--- config.mk ---
export PLATFORM = sky130hd
export DESIGN_NAME = io_input_conditioner
export DESIGN_NICKNAME = d
export VERILOG_FILES = /design/src/rtl/io_input_conditioner.sv
export SDC_FILE = /design/constraint.sdc
export NUM_CORES = 1
export LEC_CHECK = 0
export ABC_CLOCK_PERIOD_IN_PS = 2150
export CORE_AREA = 2 2 106 108
export CTS_CLUSTER_SIZE = 30
export DETAILED_ROUTE_END_ITERATION = 8
export DIE_AREA = 0 0 108 110
export GPL_TIMING_DRIVEN = 0
export PLACE_DENSITY_LB_ADDON = 0.2
export SLEW_MARGIN = 20
export SYNTH_ARGS = -nofsm -noshare
export SYNTH_HDL_FRONTEND = slang
export SYNTH_SLANG_ARGS = --single-unit
--- constraint.sdc ---
create_clock -name clk -period 2.15 [get_ports clk]
set_input_delay 0.43 -clock clk [delete_from_list [all_inputs] [get_ports clk]]
set_output_delay 0.43 -clock clk [all_outputs]
set_load 0.005 [all_outputs]
--- src/rtl/io_input_conditioner.sv ---
// Board input conditioner: 2-flop sync, per-button debounce FSMs,
// sticky press flags and a word-wide switch debouncer.
module io_input_conditioner #(
   parameter int DEBOUNCE_CYCLES = 1000000,
   parameter int SW_WIDTH        = 16
) (
   input  logic                clk,
   input  logic                rst,
   input  logic                buttonL_raw,
   input  logic                buttonR_raw,
   input  logic [SW_WIDTH-1:0] switch_raw,
   input  logic                clearL,
   input  logic                clearR,
   output logic                buttonL,
   output logic                buttonR,
   output logic                pressL,
   output logic                pressR,
   output logic                riseL,
   output logic                riseR,
   output logic [SW_WIDTH-1:0] switch,
   output logic                switch_changed
);

   localparam int CLOG = $clog2(DEBOUNCE_CYCLES);
   localparam int CW   = (CLOG > 20) ? CLOG : 20;
   localparam logic [CW-1:0] CNT_MAX = CW'(DEBOUNCE_CYCLES - 1);

   typedef enum logic [1:0] {
      IDLE,
      ARM_PRESS,
      PRESSED,
      ARM_RELEASE
   } btn_state_t;

   logic [1:0]          btn_s1;
   logic [1:0]          btn_s2;
   logic [SW_WIDTH-1:0] sw_s1;
   logic [SW_WIDTH-1:0] sw_s2;
   logic [SW_WIDTH-1:0] cand;
   logic [CW-1:0]       scnt;
   logic [SW_WIDTH-1:0] sw_q;
   logic                sw_chg;

   btn_state_t [1:0]    state;
   logic [1:0][CW-1:0]  cnt;
   logic [1:0]          lvl;
   logic [1:0]          rise;
   logic [1:0]          press;
   logic [1:0]          clr;

   assign clr = {clearR, clearL};

   always_ff @(posedge clk) begin
      if (!rst) begin
         btn_s1 <= '0;
         btn_s2 <= '0;
         sw_s1  <= '0;
         sw_s2  <= '0;
      end else begin
         btn_s1 <= {buttonR_raw, buttonL_raw};
         btn_s2 <= btn_s1;
         sw_s1  <= switch_raw;
         sw_s2  <= sw_s1;
      end
   end

   // Index 0 is the left button, index 1 the right one.
   always_ff @(posedge clk) begin
      if (!rst) begin
         state <= {IDLE, IDLE};
         cnt   <= '0;
         lvl   <= '0;
         rise  <= '0;
         press <= '0;
      end else begin
         rise <= '0;
         for (int b = 0; b < 2; b++) begin
            if (clr[b])
               press[b] <= 1'b0;
            unique case (state[b])
               IDLE: begin
                  if (btn_s2[b]) begin
                     state[b] <= ARM_PRESS;
                     cnt[b]   <= '0;
                  end
               end
               ARM_PRESS: begin
                  if (!btn_s2[b]) begin
                     state[b] <= IDLE;
                     cnt[b]   <= '0;
                  end else if (cnt[b] == CNT_MAX) begin
                     // set after clear so a same-edge clear loses
                     state[b] <= PRESSED;
                     lvl[b]   <= 1'b1;
                     rise[b]  <= 1'b1;
                     press[b] <= 1'b1;
                  end else begin
                     cnt[b] <= cnt[b] + CW'(1);
                  end
               end
               PRESSED: begin
                  if (!btn_s2[b]) begin
                     state[b] <= ARM_RELEASE;
                     cnt[b]   <= '0;
                  end
               end
               ARM_RELEASE: begin
                  if (btn_s2[b]) begin
                     state[b] <= PRESSED;
                     cnt[b]   <= '0;
                  end else if (cnt[b] == CNT_MAX) begin
                     state[b] <= IDLE;
                     lvl[b]   <= 1'b0;
                  end else begin
                     cnt[b] <= cnt[b] + CW'(1);
                  end
               end
               default: begin
                  state[b] <= IDLE;
                  cnt[b]   <= '0;
               end
            endcase
         end
      end
   end

   // Any bit moving restarts the whole word's stability count.
   always_ff @(posedge clk) begin
      if (!rst) begin
         cand   <= '0;
         scnt   <= '0;
         sw_q   <= '0;
         sw_chg <= 1'b0;
      end else begin
         sw_chg <= 1'b0;
         if (sw_s2 != cand) begin
            cand <= sw_s2;
            scnt <= '0;
         end else if (scnt == CNT_MAX && cand != sw_q) begin
            sw_q   <= cand;
            sw_chg <= 1'b1;
         end else if (scnt != CNT_MAX) begin
            scnt <= scnt + CW'(1);
         end
      end
   end

   assign buttonL        = lvl[0];
   assign buttonR        = lvl[1];
   assign pressL         = press[0];
   assign pressR         = press[1];
   assign riseL          = rise[0];
   assign riseR          = rise[1];
   assign switch         = sw_q;
   assign switch_changed = sw_chg;

endmodule

==> out/metrics.cfg, run 1 <==
[power_and_ir_drop]
largest_voltage_drop_on_the_vdd_net_v=0.0008736
pwr-share-seq_pct=46.5
switching_share_pct=22.99
p_int_uw=4398
clock_share_of_power_pct=48.6
p_switching_uw=1313
p_per_area_nw_per_um2=776.3
portion_of_total_power_attributed_to_combinational_logic_pct=4.9
leakage_uw=0.002718

[grt]
largest_net_degree_at_the_start_of_global_routing=17
antenna_found_initial=0
grt.total_usage_pct=25.26
vias_in_the_first_global_route=4907
grt_remaining_overflow=0
wire_length_of_the_first_global_routing_pass_mm=23.67

[yosys]
synth_enable_flop_cells=0
yosys_warnings=0
postSynthCellCount=669
commonest_register_cell_after_synthesis=sky130_fd_sc_hd__dfxtp_1
yosysSeqAreaShare_pct=45.70
synth.cell_area_um2=6088
async_reset_ff_share_pct=0
synth_nets=694
post_synth_num_cell_types=56
flip_flop_and_latch_count_after_synthesis=139
synth.avg_cell_area_um2=9.101

[drt]
drt_drc_violations_left=0
drt-total-wl_mm=14.28
dr.pass1.iters=5
remaining_antenna_violation_count_after_routing=0
drt_iter0_markers=423
drt_wl_cell_um=16.08
vias_per_cell=5.923
vias=5260

[sta]
achievable_freq_mhz=491.0
tightest_slew_ns=0.6793
finalHoldViolations=0
finalSetupViolations=0
maxSlewViolCount=0
period_share_pct=94.72
post-route-min-period_ns=2.036
worst_clock_skew_ns=0.008563
max_slew_margin_pct=54.71

[layout]
nNetsFinal=760
layout_commonest_cell=sky130_fd_sc_hd__dfxtp_1
mostFrequentLayoutCells=sky130_fd_sc_hd__dfxtp_1, sky130_fd_sc_hd__and2_1, sky130_fd_sc_hd__nor2_1, sky130_fd_sc_hd__clkdlybuf4s50_1, sky130_fd_sc_hd__xor2_1
final_layout_size_suffix_gt1_share_pct=9.626
area.growth.synth_to_final_pct=20.84
finalCoreUtilization_pct=68.77
finish.instance_area_um2=7357
count_of_inserted_antenna_diode_cells=0

[place]
place.port_buffers=43
detailed_place.area_um2=6694
detailedPlacementHpwl_mm=9.654
gp_congestion=0.8759

[floorplanning]
die-height_um=110
floorplan.initialDensity_pct=56.91
core-area_um2=10700
floorplan.die_area_um2=11880
die_width_um=108
num_io_pins=45
placementRows=38

[worst_setup_path]
cp_slowest_cell=sky130_fd_sc_hd__or4_4
cp-end-kind=register
critPathKind=reg -> reg
critPathMaxFanout=6
worst-endpoint-arrival_ns=2.50
worst-endpoint-required_ns=2.61
cp_cell_sequence=ha_2 > inv_1 > or4_4 > or3_1 > a21oi_1 > o21a_1
crit_family=simple AND/OR/NAND/NOR gates
worst-path-buf-inv=1
worst_setup_path_start_kind=register
crit_path_max_incr_delay_ns=0.58

[clock_network]
worst_skew_pair.late_latency_ns=0.52
cts_sinks=139
ctsRootBufferMaster=sky130_fd_sc_hd__clkbuf_8
cts.clk_slew.worst_paths_ns=0.06
cts_inserted_buffers=17
cts-root-to-sink-buffers=2
htreeDepth=4
tritoncts=built

[run]
drv_cap=0

[worst_hold_path]
hold_class=reg -> reg

[status]
status=complete, no violations

area by class of cell:
type	instances	area, µm²
timing repair buffer	47	460.4
inverter	13	48.80
clock buffer	18	417.9
buffer	41	180.2
clock inverter	14	146.4
tap	140	175.2
multi-input combinational	476	3144
fill	836	3341
sequential	139	2784
through the flow:
step / std cells / hold WS (ns) / worst slack (ns) / TNS (ns) / total power [µW]
floorplan: 669 / 0.4119 / 0.3266 / 0 / 2855
global placement: 852 / 0.4147 / -0.02774 / -0.2213 / 2963
detailed placement: 852 / 0.4193 / -0.09941 / -0.7712 / 2970
CTS: 884 / 0.4229 / 0.007656 / 0 / 5728
global route: 888 / 0.4448 / -0.01884 / -0.03079 / 5882
finish: 888 / 0.4321 / 0.1135 / 0 / 5711
what timing repair did:
item                                    CTS  global route
endpoints found under the setup margin   11            49
setup buffers                             0             4
gates resized for setup                   1            16
pin swaps                                 1             4
hold buffers                              0             0
registers in the layout (all words and copies together) (netlist names), named ones only:
| signal | count |
|---|---|
| cnt | 40 |
| scnt | 20 |
| cand | 16 |
| sw_s1 | 16 |
| sw_s2 | 16 |
| switch | 16 |
| btn_s1 | 2 |
| btn_s2 | 2 |
| lvl | 2 |
| press | 2 |
| rise | 2 |
| state | 2 |
| switch_changed | 1 |
layer usage:
| layer | up-vias | GRT usage [%] | share of wire (%) |
|---|---|---|---|
| met3 | 17 | 5.703 | 6.1 |
| met1 | 2495 | 31.56 | 43 |
| met5 | - | 0 | 0 |
| met2 | 189 | 43.67 | 50 |
| li1 | 2559 | - | - |
| met4 | 0 | 7.784 | 1.4 |
power by group through the flow:
stage	Combinational [µW]	Clock, µW	Sequential, µW
global route	310	2910	2660
finish	281	2770	2660
global placement	253	0	2710
floorplan	153	0	2700
CTS	263	2810	2650
detailed placement	259	0	2710
cell families (layout without fill, tap and decap cells):
logic type | count (synthesis) | count (layout) | synth area share [%]
XOR/XNOR | 61 | 61 | 8.898
AND/OR/NAND/NOR | 276 | 276 | 26.31
multiplexers | 1 | 1 | 0.1644
adder cells (fa/ha/maj) | 3 | 3 | 0.6166
buffers and inverters | 54 | 133 | 3.720
flip-flops | 139 | 139 | 45.70
AO/OA/AOI/OAI | 135 | 135 | 14.59
synth_stat cells (3+ instances only):
cell                        number  share of area, %
sky130_fd_sc_hd__and4_1          9               1.3
sky130_fd_sc_hd__xor2_1         42               6.0
sky130_fd_sc_hd__nor2b_1         3              0.31
sky130_fd_sc_hd__nand2b_1        3              0.31
sky130_fd_sc_hd__buf_2          13               1.1
sky130_fd_sc_hd__nand4_1        30               3.1
sky130_fd_sc_hd__or3_1          12               1.2
sky130_fd_sc_hd__nor2_1         43               2.7
sky130_fd_sc_hd__nand4b_1        6              0.86
sky130_fd_sc_hd__a41oi_1         3              0.43
sky130_fd_sc_hd__xnor2_1        18               2.6
sky130_fd_sc_hd__inv_1          12              0.74
sky130_fd_sc_hd__dfxtp_1       139                46
sky130_fd_sc_hd__a311oi_1        8               1.2
sky130_fd_sc_hd__o31ai_1        22               2.7
sky130_fd_sc_hd__ha_1            3              0.62
sky130_fd_sc_hd__nor4_1         14               1.4
sky130_fd_sc_hd__o21a_1          4              0.49
sky130_fd_sc_hd__a21oi_1        41               3.4
sky130_fd_sc_hd__nand2_1        34               2.1
sky130_fd_sc_hd__nand3_1        22               1.8
sky130_fd_sc_hd__and3_1         11               1.1
sky130_fd_sc_hd__and2_1         55               5.7
sky130_fd_sc_hd__a211o_1         4              0.58
sky130_fd_sc_hd__clkbuf_1       27               1.7
sky130_fd_sc_hd__a21o_1          4              0.49
sky130_fd_sc_hd__nor3_1         19               1.6
sky130_fd_sc_hd__o2111ai_1       5              0.72
sky130_fd_sc_hd__a31oi_1         8              0.82
sky130_fd_sc_hd__o21ai_0        21               1.7
path summary, 6_finish.rpt:
check | slack, ns | start | endpoint | depth (start not counted)
worst max-delay path | 0.11 | cnt[21] | cnt[36] | 6
worst max register to register | 0.11 | cnt[21] | cnt[36] | 6
worst min register to register | 0.43 | sw_s1[2] | sw_s2[2] | 1
worst min-delay path | 0.43 | sw_s1[2] | sw_s2[2] | 1
No activity file was read; power rests on OpenSTA's default activity.
==> run 2, diff against run 1 <==
--- a/config.mk
+++ b/config.mk
@@ -11,7 +11,9 @@
 export DETAILED_ROUTE_END_ITERATION = 8
 export DIE_AREA = 0 0 108 110
 export GPL_TIMING_DRIVEN = 0
+export HOLD_SLACK_MARGIN = 0.1
 export PLACE_DENSITY_LB_ADDON = 0.2
+export SETUP_SLACK_MARGIN = 0.05
 export SLEW_MARGIN = 20
 export SYNTH_ARGS = -nofsm -noshare
 export SYNTH_HDL_FRONTEND = slang
==> out/metrics.cfg, run 2 (synthesis gave the netlist of run 1 again) <==
[power_and_ir_drop]
leakage_uw=0.002721  ; about the same
largest_voltage_drop_on_the_vdd_net_v=0.0008514  ; -2.5%
clock_share_of_power_pct=48.7  ; about the same
p_per_area_nw_per_um2=775.7  ; about the same
p_switching_uw=1321  ; +0.57%
portion_of_total_power_attributed_to_combinational_logic_pct=4.9  ; about the same
pwr-share-seq_pct=46.4  ; about the same
p_int_uw=4397  ; about the same
switching_share_pct=23.10  ; +0.10 points

[sta]
period_share_pct=93.88  ; -0.84 points
max_slew_margin_pct=56.15  ; +1.4 points
worst_clock_skew_ns=0.009102  ; +0.0005397 ns
post-route-min-period_ns=2.018  ; -0.01810 ns
tightest_slew_ns=0.6577  ; -0.02159 ns
finalSetupViolations=0  ; unchanged
rsz0062_at_grt=true
maxSlewViolCount=0  ; unchanged
worst_hold_slack_ns=0.4318  ; -0.0002790 ns
finalHoldViolations=0  ; unchanged
achievable_freq_mhz=495.4  ; +0.90%

[clock_network]
htreeDepth=4  ; unchanged
tritoncts=built
cts-hold-fix-buffers=0  ; unchanged
cts-root-to-sink-buffers=2  ; unchanged
cts.clk_slew.worst_paths_ns=0.06  ; about the same
cts_inserted_buffers=17  ; unchanged
ctsRootBufferMaster=sky130_fd_sc_hd__clkbuf_8
worst_skew_pair.late_latency_ns=0.53  ; about the same
cts_sinks=139  ; unchanged

[worst_setup_path]
worst-path-buf-inv=2  ; +1
worst-endpoint-required_ns=2.53  ; -0.08 ns
cp-end-kind=register
critPathKind=reg -> reg
worst-endpoint-arrival_ns=2.40  ; -0.10 ns
crit_family=simple AND/OR/NAND/NOR gates
cp_slowest_cell=sky130_fd_sc_hd__dfxtp_1
critPathMaxFanout=10  ; +4
worst_setup_path_start_kind=register
crit_path_max_incr_delay_ns=0.40  ; -0.18 ns
cp_cell_sequence=and4_4 > nand2_1 > or3_1 > buf_2 > buf_6 > o31ai_1 > a21oi_1

[place]
place.port_buffers=43  ; unchanged
detailedPlacementHpwl_mm=9.654  ; unchanged
gp_congestion=0.8759  ; unchanged

[layout]
mostFrequentLayoutCells=sky130_fd_sc_hd__dfxtp_1, sky130_fd_sc_hd__and2_1, sky130_fd_sc_hd__nor2_1, sky130_fd_sc_hd__clkdlybuf4s50_1, sky130_fd_sc_hd__xor2_1
final_layout_size_suffix_gt1_share_pct=10.34  ; +0.71 points
max_reg_flops=40  ; unchanged
largest_register=cnt
reg.largest.list=cnt x40, scnt x20
count_of_inserted_antenna_diode_cells=0  ; unchanged
nNetsFinal=757  ; -0.39%
finalCoreUtilization_pct=68.90  ; +0.13 points
layout_commonest_cell=sky130_fd_sc_hd__dfxtp_1
num-fill-cells=838  ; +0.24%
area.growth.synth_to_final_pct=21.06

[drt]
vias_per_cell=5.980  ; +0.95%
drt_wl_cell_um=16.30  ; +1.4%
drt-total-wl_mm=14.43  ; +1.1%
remaining_antenna_violation_count_after_routing=0  ; unchanged
dr.pass1.iters=5  ; unchanged
drt_iter0_markers=487  ; +15%
drt_drc_violations_left=0  ; unchanged
vias=5292  ; +0.61%

[grt]
grt_remaining_overflow=0  ; unchanged
largest_net_degree_at_the_start_of_global_routing=17  ; unchanged
wire_length_of_the_first_global_routing_pass_mm=23.83  ; +0.70%
antenna_found_initial=0  ; unchanged
vias_in_the_first_global_route=4947  ; +0.82%
grt.total_usage_pct=25.45  ; +0.19 points

[floorplanning]
die-height_um=110  ; unchanged
floorplan.initialDensity_pct=56.91  ; unchanged
num_io_pins=45  ; unchanged
die_width_um=108  ; unchanged
floorplan.die_area_um2=11880  ; unchanged
core-area_um2=10700  ; unchanged
placementRows=38  ; unchanged

[worst_hold_path]
hold_class=in -> reg

[run]
drv_cap=0  ; unchanged

[status]
status=complete, no violations

[run 2: cell types whose count changed in the layout (fill, tap and decap cells not counted), sizes merged]
cell,before,now
buf,18,19
clkbuf,45,41
[run 2: layout make-up]
type / instances / area (µm²) / area share, %
Timing Repair Buffer: 47 / 460.4 / 6.247
Inverter: 13 / 48.80 / 0.6620
Tap cell: 140 / 175.2 / 2.377
Multi-Input combinational cell: 476 / 3163 / 42.91
Clock inverter: 14 / 146.4 / 1.986
Sequential cell: 139 / 2788 / 37.82
Buffer: 38 / 171.4 / 2.326
Clock buffer: 18 / 417.9 / 5.670
[run 2: repair_timing]
item	4_1_cts	5_1_grt
resized for setup	2	25
endpoints found under the hold margin	0	0
pin swaps	1	7
endpoints found under the setup margin	24	62
setup buffers	1	3
[run 2: path summary, 6_finish.rpt]
check / from / endpoint / slack, ns / cells after the start
min: rst / cnt[25] / 0.43 / 3
max reg2reg: scnt[3] / switch[13] / 0.13 / 7
max: scnt[3] / switch[13] / 0.13 / 7
min reg2reg: sw_s1[2] / sw_s2[2] / 0.43 / 1
[run 2: power groups by stage]
stage          Clock, µW  Combinational (µW)  Sequential, µW
5_1_grt             2910                 308            2660
2_1_floorplan          0                 153            2700
3_5_place_dp           0                 259            2710
3_3_place_gp           0                 253            2710
4_1_cts             2810                 264            2650
6_report            2780                 280            2660
[run 2: worst reg2reg max path: stages, from the launching register on]
cell	delay [ns]
sky130_fd_sc_hd__dfxtp_1	0.40
sky130_fd_sc_hd__and4_4	0.28
sky130_fd_sc_hd__nand2_1	0.11
sky130_fd_sc_hd__or3_1	0.39
sky130_fd_sc_hd__buf_2	0.21
sky130_fd_sc_hd__buf_6	0.17
sky130_fd_sc_hd__o31ai_1	0.25
sky130_fd_sc_hd__a21oi_1	0.09
[run 2: routing by layer]
metal | wire length (µm) | track usage [%]
met2 | 7246 | 43.80
met1 | 6227 | 31.67
met3 | 792 | 5.879
met4 | 162 | 8.333
met5 | 0 | 0
[run 2: stage by stage]
| stage | cell area (µm²) | power (µW) | setup WS (ns) | setup TNS, ns | cells |
|---|---|---|---|---|---|
| 4_1_cts | 7278 | 5729 | 0.06547 | 0 | 885 |
| 5_1_grt | 7371 | 5882 | -0.003159 | -0.003159 | 885 |
| 3_3_place_gp | 6694 | 2963 | -0.02774 | -0.2213 | 852 |
| 2_1_floorplan | 6088 | 2855 | 0.3266 | 0 | 669 |
| 3_5_place_dp | 6694 | 2970 | -0.09941 | -0.7712 | 852 |
| 6_report | 7371 | 5718 | 0.1316 | 0 | 885 |
